[src/rtl/mem_access_pkg.sv]
// Shared types and constants for the memory-stage access unit.
package mem_access_pkg;

    typedef enum logic [1:0] {
        IDLE   = 2'd0,
        ISSUE  = 2'd1,
        WAIT_R = 2'd2,
        DONE   = 2'd3
    } state_t;

    localparam int LANE_WIDTH  = 32;
    localparam int BEAT_STRIDE = 4;

endpackage

[src/rtl/pipe_memory_access_vp.sv]
// M-stage load/store unit: splits scalar/vector accesses into 32-bit req/gnt/rvalid beats.
// Min latency 4 cycles scalar load, 1+2*LANES+1 vector load; stall_M held until DONE, gnt/rvalid stretch it.
module pipe_memory_access_vp
    import mem_access_pkg::*;
#(
    parameter int LANES      = 4,
    parameter int ADDR_WIDTH = 32
) (
    input  logic                        clock,
    input  logic                        async_reset,
    input  logic                        mem_read_M,
    input  logic                        mem_write_M,
    input  logic                        vector_op_M,
    input  logic [LANES*LANE_WIDTH-1:0] ALU_result_bus_M,
    input  logic [LANES*LANE_WIDTH-1:0] write_data_bus_M,
    input  logic                        pipeline_hold,
    output logic                        mem_req,
    output logic                        mem_we,
    output logic [ADDR_WIDTH-1:0]       mem_addr,
    output logic [LANE_WIDTH-1:0]       mem_wdata,
    input  logic                        mem_gnt,
    input  logic                        mem_rvalid,
    input  logic [LANE_WIDTH-1:0]       mem_rdata,
    output logic [LANES*LANE_WIDTH-1:0] read_data_bus_M,
    output logic                        stall_M
);

    localparam int BUS_W  = LANES * LANE_WIDTH;
    localparam int BEAT_W = (LANES > 1) ? $clog2(LANES) : 1;
    localparam logic [BEAT_W-1:0] LAST_VEC_BEAT = BEAT_W'(LANES - 1);

    state_t                  state_q, state_d;
    logic [BEAT_W-1:0]       beat_q, beat_d;
    logic [ADDR_WIDTH-1:0]   base_q, base_d;
    logic [BUS_W-1:0]        wbuf_q, wbuf_d;
    logic [BUS_W-1:0]        data_q, data_d;
    logic                    vec_q, vec_d;
    logic                    we_q, we_d;

    logic                    op;
    logic                    last_beat;
    logic                    req_d;
    logic                    we_out_d;
    logic [ADDR_WIDTH-1:0]   addr_d;
    logic [LANE_WIDTH-1:0]   wdata_d;

    logic addr_bits_unused;
    assign addr_bits_unused = ^{ALU_result_bus_M[BUS_W-1:ADDR_WIDTH], ALU_result_bus_M[1:0]};

    assign op        = mem_read_M | mem_write_M;
    assign last_beat = vec_q ? (beat_q == LAST_VEC_BEAT) : (beat_q == '0);

    always_ff @(posedge clock or negedge async_reset) begin
        if (!async_reset) begin
            state_q <= IDLE;
            beat_q  <= '0;
            base_q  <= '0;
            wbuf_q  <= '0;
            data_q  <= '0;
            vec_q   <= 1'b0;
            we_q    <= 1'b0;
        end else begin
            state_q <= state_d;
            beat_q  <= beat_d;
            base_q  <= base_d;
            wbuf_q  <= wbuf_d;
            data_q  <= data_d;
            vec_q   <= vec_d;
            we_q    <= we_d;
        end
    end

    always_comb begin
        state_d = state_q;
        beat_d  = beat_q;
        base_d  = base_q;
        wbuf_d  = wbuf_q;
        data_d  = data_q;
        vec_d   = vec_q;
        we_d    = we_q;
        case (state_q)
            IDLE: begin
                if (op) begin
                    base_d  = {ALU_result_bus_M[ADDR_WIDTH-1:2], 2'b00};
                    wbuf_d  = write_data_bus_M;
                    vec_d   = vector_op_M;
                    we_d    = mem_write_M;
                    beat_d  = '0;
                    data_d  = '0;
                    state_d = ISSUE;
                end
            end
            ISSUE: begin
                if (mem_gnt) begin
                    if (!we_q) begin
                        state_d = WAIT_R;
                    end else if (last_beat) begin
                        state_d = DONE;
                    end else begin
                        beat_d = beat_q + BEAT_W'(1);
                    end
                end
            end
            WAIT_R: begin
                if (mem_rvalid) begin
                    data_d[int'(beat_q)*LANE_WIDTH +: LANE_WIDTH] = mem_rdata;
                    if (last_beat) begin
                        state_d = DONE;
                    end else begin
                        beat_d  = beat_q + BEAT_W'(1);
                        state_d = ISSUE;
                    end
                end
            end
            DONE: begin
                // Holding here keeps a stalled instruction from being issued twice.
                if (!pipeline_hold) begin
                    state_d = IDLE;
                end
            end
            default: state_d = IDLE;
        endcase
    end

    always_comb begin
        stall_M = 1'b0;
        case (state_q)
            IDLE:          stall_M = op;
            ISSUE, WAIT_R: stall_M = 1'b1;
            default:       stall_M = 1'b0;
        endcase
        // Reset also releases the pipeline freeze, even if an op is still presented.
        stall_M = stall_M & async_reset;

        req_d    = (state_d == ISSUE);
        we_out_d = req_d & we_d;
        addr_d   = req_d ? (base_d + ADDR_WIDTH'(beat_d) * ADDR_WIDTH'(BEAT_STRIDE)) : '0;
        wdata_d  = we_out_d ? wbuf_d[int'(beat_d)*LANE_WIDTH +: LANE_WIDTH] : '0;
    end

    // Beat port is registered from next-state values so it is valid in the first ISSUE cycle.
    always_ff @(posedge clock or negedge async_reset) begin
        if (!async_reset) begin
            mem_req   <= 1'b0;
            mem_we    <= 1'b0;
            mem_addr  <= '0;
            mem_wdata <= '0;
        end else begin
            mem_req   <= req_d;
            mem_we    <= we_out_d;
            mem_addr  <= addr_d;
            mem_wdata <= wdata_d;
        end
    end

    assign read_data_bus_M = data_q;

endmodule

[config.mk]
export PLATFORM = sky130hd
export DESIGN_NAME = pipe_memory_access_vp
export DESIGN_NICKNAME = d
export VERILOG_FILES = /design/src/rtl/mem_access_pkg.sv /design/src/rtl/pipe_memory_access_vp.sv
export SDC_FILE = /design/constraint.sdc
export NUM_CORES = 1
export LEC_CHECK = 0
export CAP_MARGIN = 0
export CORE_AREA = 2 2 193 195
export CTS_CLUSTER_DIAMETER = 80
export DETAILED_ROUTE_END_ITERATION = 16
export DIE_AREA = 0 0 195 197
export GPL_TIMING_DRIVEN = 0
export PLACE_DENSITY = 0.8
export SLEW_MARGIN = 40
export SYNTH_ARGS = -nofsm -noshare
export SYNTH_HDL_FRONTEND = slang
export SYNTH_SLANG_ARGS = --single-unit
export TNS_END_PERCENT = 20
[constraint.sdc]
create_clock -name clock -period 4.1 [get_ports clock]
set_input_delay 0.82 -clock clock [delete_from_list [all_inputs] [get_ports clock]]
set_output_delay 0.82 -clock clock [all_outputs]
set_load 0.01 [all_outputs]
# Word-level counts from Yosys, hierarchy flattened
# Index checks and enable logic that the tools add are counted.
# classes
n_reduce_logical	6
shift	3
eq_ne	7
n_mux	28
n_addsub	3
n_bitwise	3
# op_table
op	n
2-to-1 mux 128 bit	4
case mux 128 bit (2 select lines)	1
bitwise mux 128 bit	1
2-to-1 mux 32 bit	4
variable shift 32 x 33 -> 128 bit, first input constant	1
indexed part select 128 x 8 -> 32 bit	1
indexed part select 32 x 33 -> 128 bit	1
negator 7 -> 33 bit	1
adder 32 x 4 -> 32 bit	1
2-to-1 mux 2 bit	12
case mux 2 bit (4 select lines)	1
equality test 2 bit, second input constant	3
case mux 2 bit (3 select lines)	1
equality test 2 x 1 -> 1 bit, second input constant	2
logical NOT 2 bit	2
!= test 2 bit, second input constant	2
2-to-1 mux 1 bit	3
AND reduction 3 bit	1
adder 2 x 1 -> 2 bit, second input constant	1
bitwise AND 1 bit	2
case mux 1 bit (2 select lines)	1
AND reduction 2 bit	1
nonzero test 2 bit	1
OR reduction 2 bit	1
OR 1 bit	1
# word_totals
elab_cells	61
ff_bits	360
output_inout_bits	195
in_bits	296

# Logic depth before layout (Yosys ltp)
# Gate-level depths: netlist (run 1).
# depth
ltp_word	9
mapped_depth	16
mapped_depth_nobuf	14

# Worst setup path after synthesis (run 1)
# No wires, ideal clock.
# synth_timing
path_type	input to register
startpoint	input port mem_write_M
endpoint	register mem_addr[21]
required_ns	3.981
arrival_ns	3.547
setup_slack_ns	0.434
stages	12
setup_ns	0.119
path_buffers	3
cell_sequence	o21a_1 > buf_2 > clkbuf_1 > clkbuf_1 > mux2i_1 > inv_1 > ha_1 > a21oi_1 > a21o_1 > or4b_1 > xnor2_1 > and2_1
# synth_via
elab_chain_cells	5
word_cells_on_any_way	10
cone_classes	1 x add/sub; 1 x eq/ne; 7 x mux; 1 x bitwise
# synth_lines
item	line	rtl
from (decl)	pipe_memory_access_vp.sv:12	input logic mem_write_M,
OR 1 bit	pipe_memory_access_vp.sv:50	assign op = mem_read_M | mem_write_M;
2-to-1 mux 32 bit	pipe_memory_access_vp.sv:83	if (op) begin
2-to-1 mux 32 bit	pipe_memory_access_vp.sv:81	case (state_q)
net base_d[3]	pipe_memory_access_vp.sv:34	logic [ADDR_WIDTH-1:0] base_q, base_d;
adder 32 x 4 -> 32 bit	pipe_memory_access_vp.sv:137	addr_d = req_d ? (base_d + ADDR_WIDTH'(beat_d) * ADDR_WIDTH'(BEAT_STRIDE)) : '0;
2-to-1 mux 32 bit	pipe_memory_access_vp.sv:137	
net addr_d[21]	pipe_memory_access_vp.sv:44	logic [ADDR_WIDTH-1:0] addr_d;
to (signal assigned)	pipe_memory_access_vp.sv:151	mem_addr <= addr_d;
to (decl)	pipe_memory_access_vp.sv:19	output logic [ADDR_WIDTH-1:0] mem_addr,
# The timed path passes the listed nets, and every way through them passes these cells.
# A chain may end at the register's enable or synchronous reset.

# Final worst setup path (run 1)
# layout_timing
startpoint	input port mem_write_M
endpoint	register mem_addr[21]
# layout_via
elab_chain_cells	5
word_cells_on_any_way	10
cone_classes	1 x add/sub; 1 x eq/ne; 7 x mux; 1 x bitwise
# layout_lines
item	line	rtl
OR 1 bit	pipe_memory_access_vp.sv:50	
2-to-1 mux 2 bit	pipe_memory_access_vp.sv:83	
case mux 2 bit (3 select lines)	pipe_memory_access_vp.sv:81	
net beat_d[0]	pipe_memory_access_vp.sv:33	logic [BEAT_W-1:0] beat_q, beat_d;
adder 32 x 4 -> 32 bit	pipe_memory_access_vp.sv:137	
2-to-1 mux 32 bit	pipe_memory_access_vp.sv:137	
net addr_d[21]	pipe_memory_access_vp.sv:44	
# The timed path passes the listed nets, and every way through them passes these cells.

==> results.md, run 1 <==
* Peak supply drop at 345 uV
* CP Max Fanout at 11
* RSZ-0062 raised after global routing: true
* Leak at between 9 and 10 nW
* CTS Buf Count at 40
* Sw frac at about two fifths
* Worst Tran Pin Value at ~0.80 ns
* DRT iter0 DRCs at roughly 750
* Synth top area cells: dfrtp_1 59%, nand2_1 17%, mux2i_1 4.9%, o21ai_0 4.4%, clkbuf_1 1.8%
* Core footprint at 36300 um^2
* Slew Limit Fails at 0
* Total GRT Usage at around a quarter
* # DRC at 0
* Syn Inst Count at about 1600
* CP Launch Type: input pin
* RR Startpoint: beat_q[0]
* Net Count, Synth at about 1900
* Avg Cell Area, Syn at around 9.3 um^2
* Final wirelength at 50.7 mm
* Synthesis Warnings at 0
* Die height at about 200 um
* Post-synthesis async set-or-reset flop share at 100%
* Slowest cell on crit path: nor3b_1
* Vias at ~14000
* Pin count of the biggest net entering global routing at between 70 and 80
* Area fraction of the dominant cell type after synthesis at between 50 and 60%
* Worst-path clk slew at around 0.060 ns
* Number of global-route vias before repair at approximately 14000
* Die X at a little under 200 um
* Number of synthesized register bits at 360
* Critical Path AT at roughly 4.5 ns
* Outcome: finished clean
* CTS tree: yes
* Most frequent cells in the layout: 708 x nand2_1, 391 x clkdlybuf4s50_1, 359 x dfrtp_1
* Dpl hpwl at between 30 and 40 mm
* Worst hold-check path type: in2async
* Worst R2R End: mem_addr[21]
* Initial Util at 41.9%
* Cell area after synthesis at approximately 15000 um^2
* Critical path required time at between 4 and 5 ns
* Worst Path Buf+Inv at 4
* Cell-internal power at 0.00883 W
* Cell chain of the critical path: clkdlybuf4s50_1 > nor3b_1 > o21ai_0 > and3_1 > buf_2 > inv_4 > buf_8 > ha_1 > a21oi_1 > a21o_1 > or4b_1 > xnor2_1 > and2_1
* Fmax at 249 MHz
* Setup TNS at 0 ns
* Sequential share of power at between 30% and 40%
* Drt pass-1 iters at 5
* Post-synth EDFFs at 0
* Layout cells sized above 1 at 5.92%
* Combinational power share at slightly below 40%
* Area leader, netlist: dfrtp_1
* P per Cell Area at between 600 and 700 nW/um^2
* Commonest non-fill, non-tap cell in the layout: nand2_1
* Post-layout min period at about 4.0 ns
* Number of routed nets with antenna violations at 0
* Clk network pwr share at about a quarter
* Pwr Total at roughly 0.014 W
* Crit path from: mem_write_M
* Rows at 70
* Die area at 38400 um^2
* Vias per cell at 5.29
* Element type at the critical path end: flop
* First-pass GRT wire length at just under 80 mm
* Number of I/O pins at a little under 500
* Clock latency on the worst-skew pair at 0.55 ns
* Psw at 0.00567 W
* Synth unique cells at 57
* Clk buf depth at 3
* Final global-route overflow total at 0
* IO Port Bufs at ~390
* CTS Root Cell: clkbuf_16
* Drt wl/cell at ~20 um
* Layout area overhead at 40.0%
* Initial antenna violation count at 4
* Nets at 2372
* Worst R2R Setup Slack at 0.15 ns
* Relative slew slack at roughly 47%
* # hold bufs at CTS at 0
* Primary FF master, synth: dfrtp_1
* CP peak stage delay at roughly 0.63 ns
* Max-cap violations at 0
* Worst Reg2Reg Path Length in Cells at 14
* Cell family with most CP delay: simple AND/OR/NAND/NOR gates
* CTS sink cnt at 360
* H-tree depth at 2
* Cell count along the critical path at 13
* Setup violators final at 0
* Register area share after synthesis at between 50% and 60%
* Final worst path period share at a little over nine tenths
* Clock Skew at roughly 0.026 ns
* Setup Crit Path Kind: in2reg
* Hold Fails Final Rpt at 0
* Placer Congestion at 0.929
==> per-stage QoR <==
step,area [um^2],cells,util (%),hold WS (ns),setup WS [ns]
5_1_grt,21300,2564,58.7,0.127,-0.00372
3_3_place_gp,19700,2488,54.3,0.453,-13.22
4_1_cts,21300,2564,58.6,0.102,0.0692
2_1_floorplan,15200,1628,-,0.440,0.434
3_5_place_dp,19900,2493,54.8,0.456,-1.46
6_report,21300,2564,58.7,0.118,0.0771
==> sequential cells by signal, summed over array words and instances (netlist names) <==
| name | flops |
|---|---|
| beat_q | 2 |
| mem_wdata | 32 |
| mem_addr | 32 |
| read_data_bus_M | 128 |
| state_q | 2 |
| mem_we | 1 |
| vec_q | 1 |
| we_q | 1 |
| mem_req | 1 |
| base_q | 32 |
| wbuf_q | 128 |
==> per-layer routing <==
layer / part of all wire (%) / track usage (%) / wire (um)
met1: 40 / 33.1 / 20200
met2: 47 / 43.7 / 24000
met3: 8.3 / 6.13 / 4230
met4: 4.3 / 12.2 / 2200
met5: 0.085 / 0 / 43
==> cells in the mapped netlist, types with 9 or more instances <==
| master | count |
|---|---|
| mux2i_1 | 74 |
| a21oi_1 | 9 |
| ha_1 | 12 |
| nor3_1 | 15 |
| buf_2 | 14 |
| and3_1 | 9 |
| xnor2_1 | 20 |
| o22ai_1 | 23 |
| dfrtp_1 | 360 |
| o22ai_2 | 10 |
| inv_1 | 22 |
| clkbuf_1 | 72 |
| nor2_1 | 45 |
| nand2_1 | 708 |
| nand3_1 | 12 |
| o21ai_0 | 134 |
==> worst max path at each step <==
stage,endpoint
final,mem_addr[21]
after CTS,mem_addr[24]
after global routing,mem_addr[21]
after floorplan,mem_addr[21]
after global placement,read_data_bus_M[48]
after detailed placement,mem_addr[15]
==> power groups by stage <==
stage / clock network [W] / registers (W) / logic, W
CTS: 0.00380 / 0.00497 / 0.00574
global placement: 0 / 0.00501 / 0.00557
detailed placement: 0 / 0.00501 / 0.00570
global route: 0.00394 / 0.00506 / 0.00629
floorplan: 0 / 0.00500 / 0.00335
finish: 0.00375 / 0.00497 / 0.00577
==> kinds of logic after synthesis <==
family / share of synthesized area, %
fa+ha+maj: 1.12
buf+inv: 3.13
xor+xnor: 1.27
mux: 5.26
flops: 59.3
compound gates: 8.20
simple gates: 21.7
==> cell type report <==
type                            count  area (um^2)
Antenna cell                        1         2.50
Multi-Input combinational cell   1150         5760
Inverter                           24         92.6
Timing Repair Buffer              397         4070
Sequential cell                   360         9010
Fill cell                        3043        15000
Clock buffer                       58         1180
Buffer                             90          390
Tap cell                          468          586
Clock inverter                     16          196
==> timing repair <==
item | 4_1_cts | 5_1_grt
setup endpoints to repair | 29 | 18
resized for setup | 10 | 7
setup buffers | 0 | 0
Note: power is estimated with default switching activity, not from simulation.
==> run 2: changes to the inputs <==
--- a/config.mk
+++ b/config.mk
@@ -13,4 +13,5 @@
 export GPL_TIMING_DRIVEN = 0
 export PLACE_DENSITY = 0.8
+export SKIP_CTS_REPAIR_TIMING = 1
 export SLEW_MARGIN = 40
 export SYNTH_ARGS = -nofsm -noshare
==> constraint.sdc (replaced) <==
create_clock -name clock -period 4.1 [get_ports clock]
set_input_delay 0.82 -clock clock [delete_from_list [all_inputs] [get_ports clock]]
set_output_delay 0.82 -clock clock [all_outputs]
set_load 0.02 [all_outputs]
==> run 2 against run 1 <==
- the run now ends with setup timing left
- critical endpoint is now stall_M
- via count rose by 0.27%
- largest cell class unchanged
- critical path depth fell by 6
- worst setup slack lost 0.096 ns
- global-route usage about the same
- clock power barely moved
- highest routed layer unchanged
- power up 1.2%
- clock skew about the same
- cell area about the same
- sequential share of layout area about the same
- wire length about the same
- register-to-register slack improved by 0.02 ns
- critical path type is now in2out
==> results.md, run 2 (synthesized netlist as in run 1, its figures left out) <==
* Worst-path clk slew at 0.06 ns (about the same)
* Die area at 38400 um^2 (unchanged)
* Layout area overhead at 40.1% (about the same)
* Nets at 2373 (+0.042%)
* Initial antenna violation count at 4 (unchanged)
* Max-cap violations at 0 (unchanged)
* Slew Limit Fails at 0 (unchanged)
* Commonest non-fill, non-tap cell in the layout: nand2_1
* Drt pass-1 iters at 5 (unchanged)
* First-pass GRT wire length at 78.4 mm (+0.12%)
* Die height at 197 um (unchanged)
* Placer Congestion at 0.929 (unchanged)
* Initial Util at 41.9% (unchanged)
* RR Startpoint: beat_q[0]
* Clock latency on the worst-skew pair at 0.55 ns (about the same)
* Rows at 70 (unchanged)
* Critical path required time at 3.28 ns (-1.30 ns)
* Final wirelength at 50.7 mm (about the same)
* H-tree depth at 2 (unchanged)
* Fmax at 243 MHz (-2.3%)
* Setup Crit Path Kind: in2out
* Outcome: complete, but fails checks
* Worst R2R End: mem_addr[21]
* CP Max Fanout at 19 (+8)
* CTS Buf Count at 40 (unchanged)
* Final setup margin at -0.0187 ns (-0.0958 ns)
* CTS Root Cell: clkbuf_16
* Element type at the critical path end: primary output
* DRT iter0 DRCs at 712 (-5.4%)
* Setup violators final at 1 (+1)
* Worst Tran Pin Value at 0.811 ns (+0.0112 ns)
* Drt wl/cell at 19.8 um (about the same)
* Pin count of the biggest net entering global routing at 79 (unchanged)
* IO Port Bufs at 392 (unchanged)
* Critical Path AT at 3.30 ns (-1.20 ns)
* Layout cells sized above 1 at 6.01% (+0.093 points)
* Final worst path period share at 100% (+2.3 points)
* Worst hold-check path type: in2async
* Peak supply drop at 364 uV (+5.3%)
* Number of global-route vias before repair at 14000 (+0.23%)
* Number of routed nets with antenna violations at 0 (unchanged)
* Worst R2R Setup Slack at 0.17 ns (+0.02 ns)
* Total GRT Usage at 26.5% (+0.045 points)
* CP Launch Type: input pin
* Setup TNS at -0.0187 ns (-0.0187 ns)
* Number of I/O pins at 491 (unchanged)
* Vias per cell at 5.31 (+0.23%)
* CTS tree: yes
* Core footprint at 36300 um^2 (unchanged)
* Clock Skew at 0.0259 ns (+0.0000493 ns)
* RSZ-0062 raised after global routing: true
* Fin util at 58.7% (about the same)
* CTS sink cnt at 360 (unchanged)
* Hold Fails Final Rpt at 0 (unchanged)
* P per Cell Area at 689 nW/um^2 (+1.2%)
* Final global-route overflow total at 0 (unchanged)
* WHS at 0.117 ns (-0.000675 ns)
* Worst Reg2Reg Path Length in Cells at 14 (unchanged)
* Leak at 9.51 nW (about the same)
* Failing checks: setup timing
* Most frequent cells in the layout: 708 x nand2_1, 391 x clkdlybuf4s50_1, 359 x dfrtp_1
* Dpl hpwl at 37.7 mm (unchanged)
* Vias at 13600 (+0.27%)
* Die X at 195 um (unchanged)
* Post-layout min period at 4.12 ns (+0.0958 ns)
* # DRC at 0 (unchanged)
* Clk buf depth at 3 (unchanged)
* Relative slew slack at 45.9% (-0.75 points)
## run 2: critical path, cell delays in order
cell	delay, ns
clkdlybuf4s50_1	0.64
o21a_2	0.30
buf_6	0.27
clkbuf_4	0.29
nor2_1	0.07
nor3b_2	0.24
clkdlybuf4s50_1	0.66
## run 2: area by class of cell
cell class,instances,area (um^2)
fillers,3041,15000
flip-flops and latches,360,9010
multi-input cells,1150,5760
repair buffers,397,4070
clock buffers,58,1180
well taps,468,586
plain buffers,91,403
clock inverters,16,196
inverters,24,92.6
diodes,1,2.50
## run 2: per-stage QoR
step	power, W	area [um^2]	setup slack (ns)	cells
3_3_place_gp	0.0107	19700	-13.22	2488
4_1_cts	0.0147	21200	-1.11	2567
5_1_grt	0.0155	21300	-0.0599	2565
2_1_floorplan	0.00852	15200	0.434	1628
6_report	0.0147	21300	-0.0187	2565
3_5_place_dp	0.0109	19900	-1.46	2493
## run 2: layer usage
metal  global-route usage, %  vias to the layer above  part of all wire [%]
li1                        -                     6172                     -
met1                    33.2                     6611                    39
met2                    43.7                      690                    48
met3                    6.13                      129                   8.5
met4                    12.1                        6                   4.1
met5                       0                        -                 0.081
## run 2: how the worst max path moves through the flow
stage,from,to,cells past startpoint
after detailed placement,mem_write_M,mem_addr[15],14
after floorplan,mem_write_M,mem_addr[21],12
after CTS,mem_write_M,stall_M,8
after global routing,mem_write_M,stall_M,7
after global placement,async_reset,read_data_bus_M[48],1
final,mem_write_M,stall_M,7
## run 2: where the power goes
| part | switching, W | internal, W |
|---|---|---|
| logic | 0.00395 | 0.00201 |
| registers | 0.000397 | 0.00457 |
| clock network | 0.00149 | 0.00226 |
| total | 0.00583 | 0.00884 |
==> run 3: changes to the inputs <==
--- a/config.mk
+++ b/config.mk
@@ -6,5 +6,5 @@
 export NUM_CORES = 1
 export LEC_CHECK = 0
-export CAP_MARGIN = 0
+export CAP_MARGIN = 20
 export CORE_AREA = 2 2 193 195
 export CTS_CLUSTER_DIAMETER = 80
==> constraint.sdc (replaced) <==
create_clock -name clock -period 4.1 [get_ports clock]
set_input_delay 0.82 -clock clock [delete_from_list [all_inputs] [get_ports clock]]
set_output_delay 0.82 -clock clock [all_outputs]
set_load 0.01 [all_outputs]
==> results of run 3 <==
Same layout as run 2 (identical final DEF). Status: finished clean.
Among the figures that moved: setup slack after layout -0.0187 ns -> 0.0491 ns; setup TNS -0.0187 ns -> 0 ns; number of setup violations in the final report 1 -> 0; total power 0.0147 W -> 0.0145 W; worst IR drop on VDD 364 uV -> 363 uV
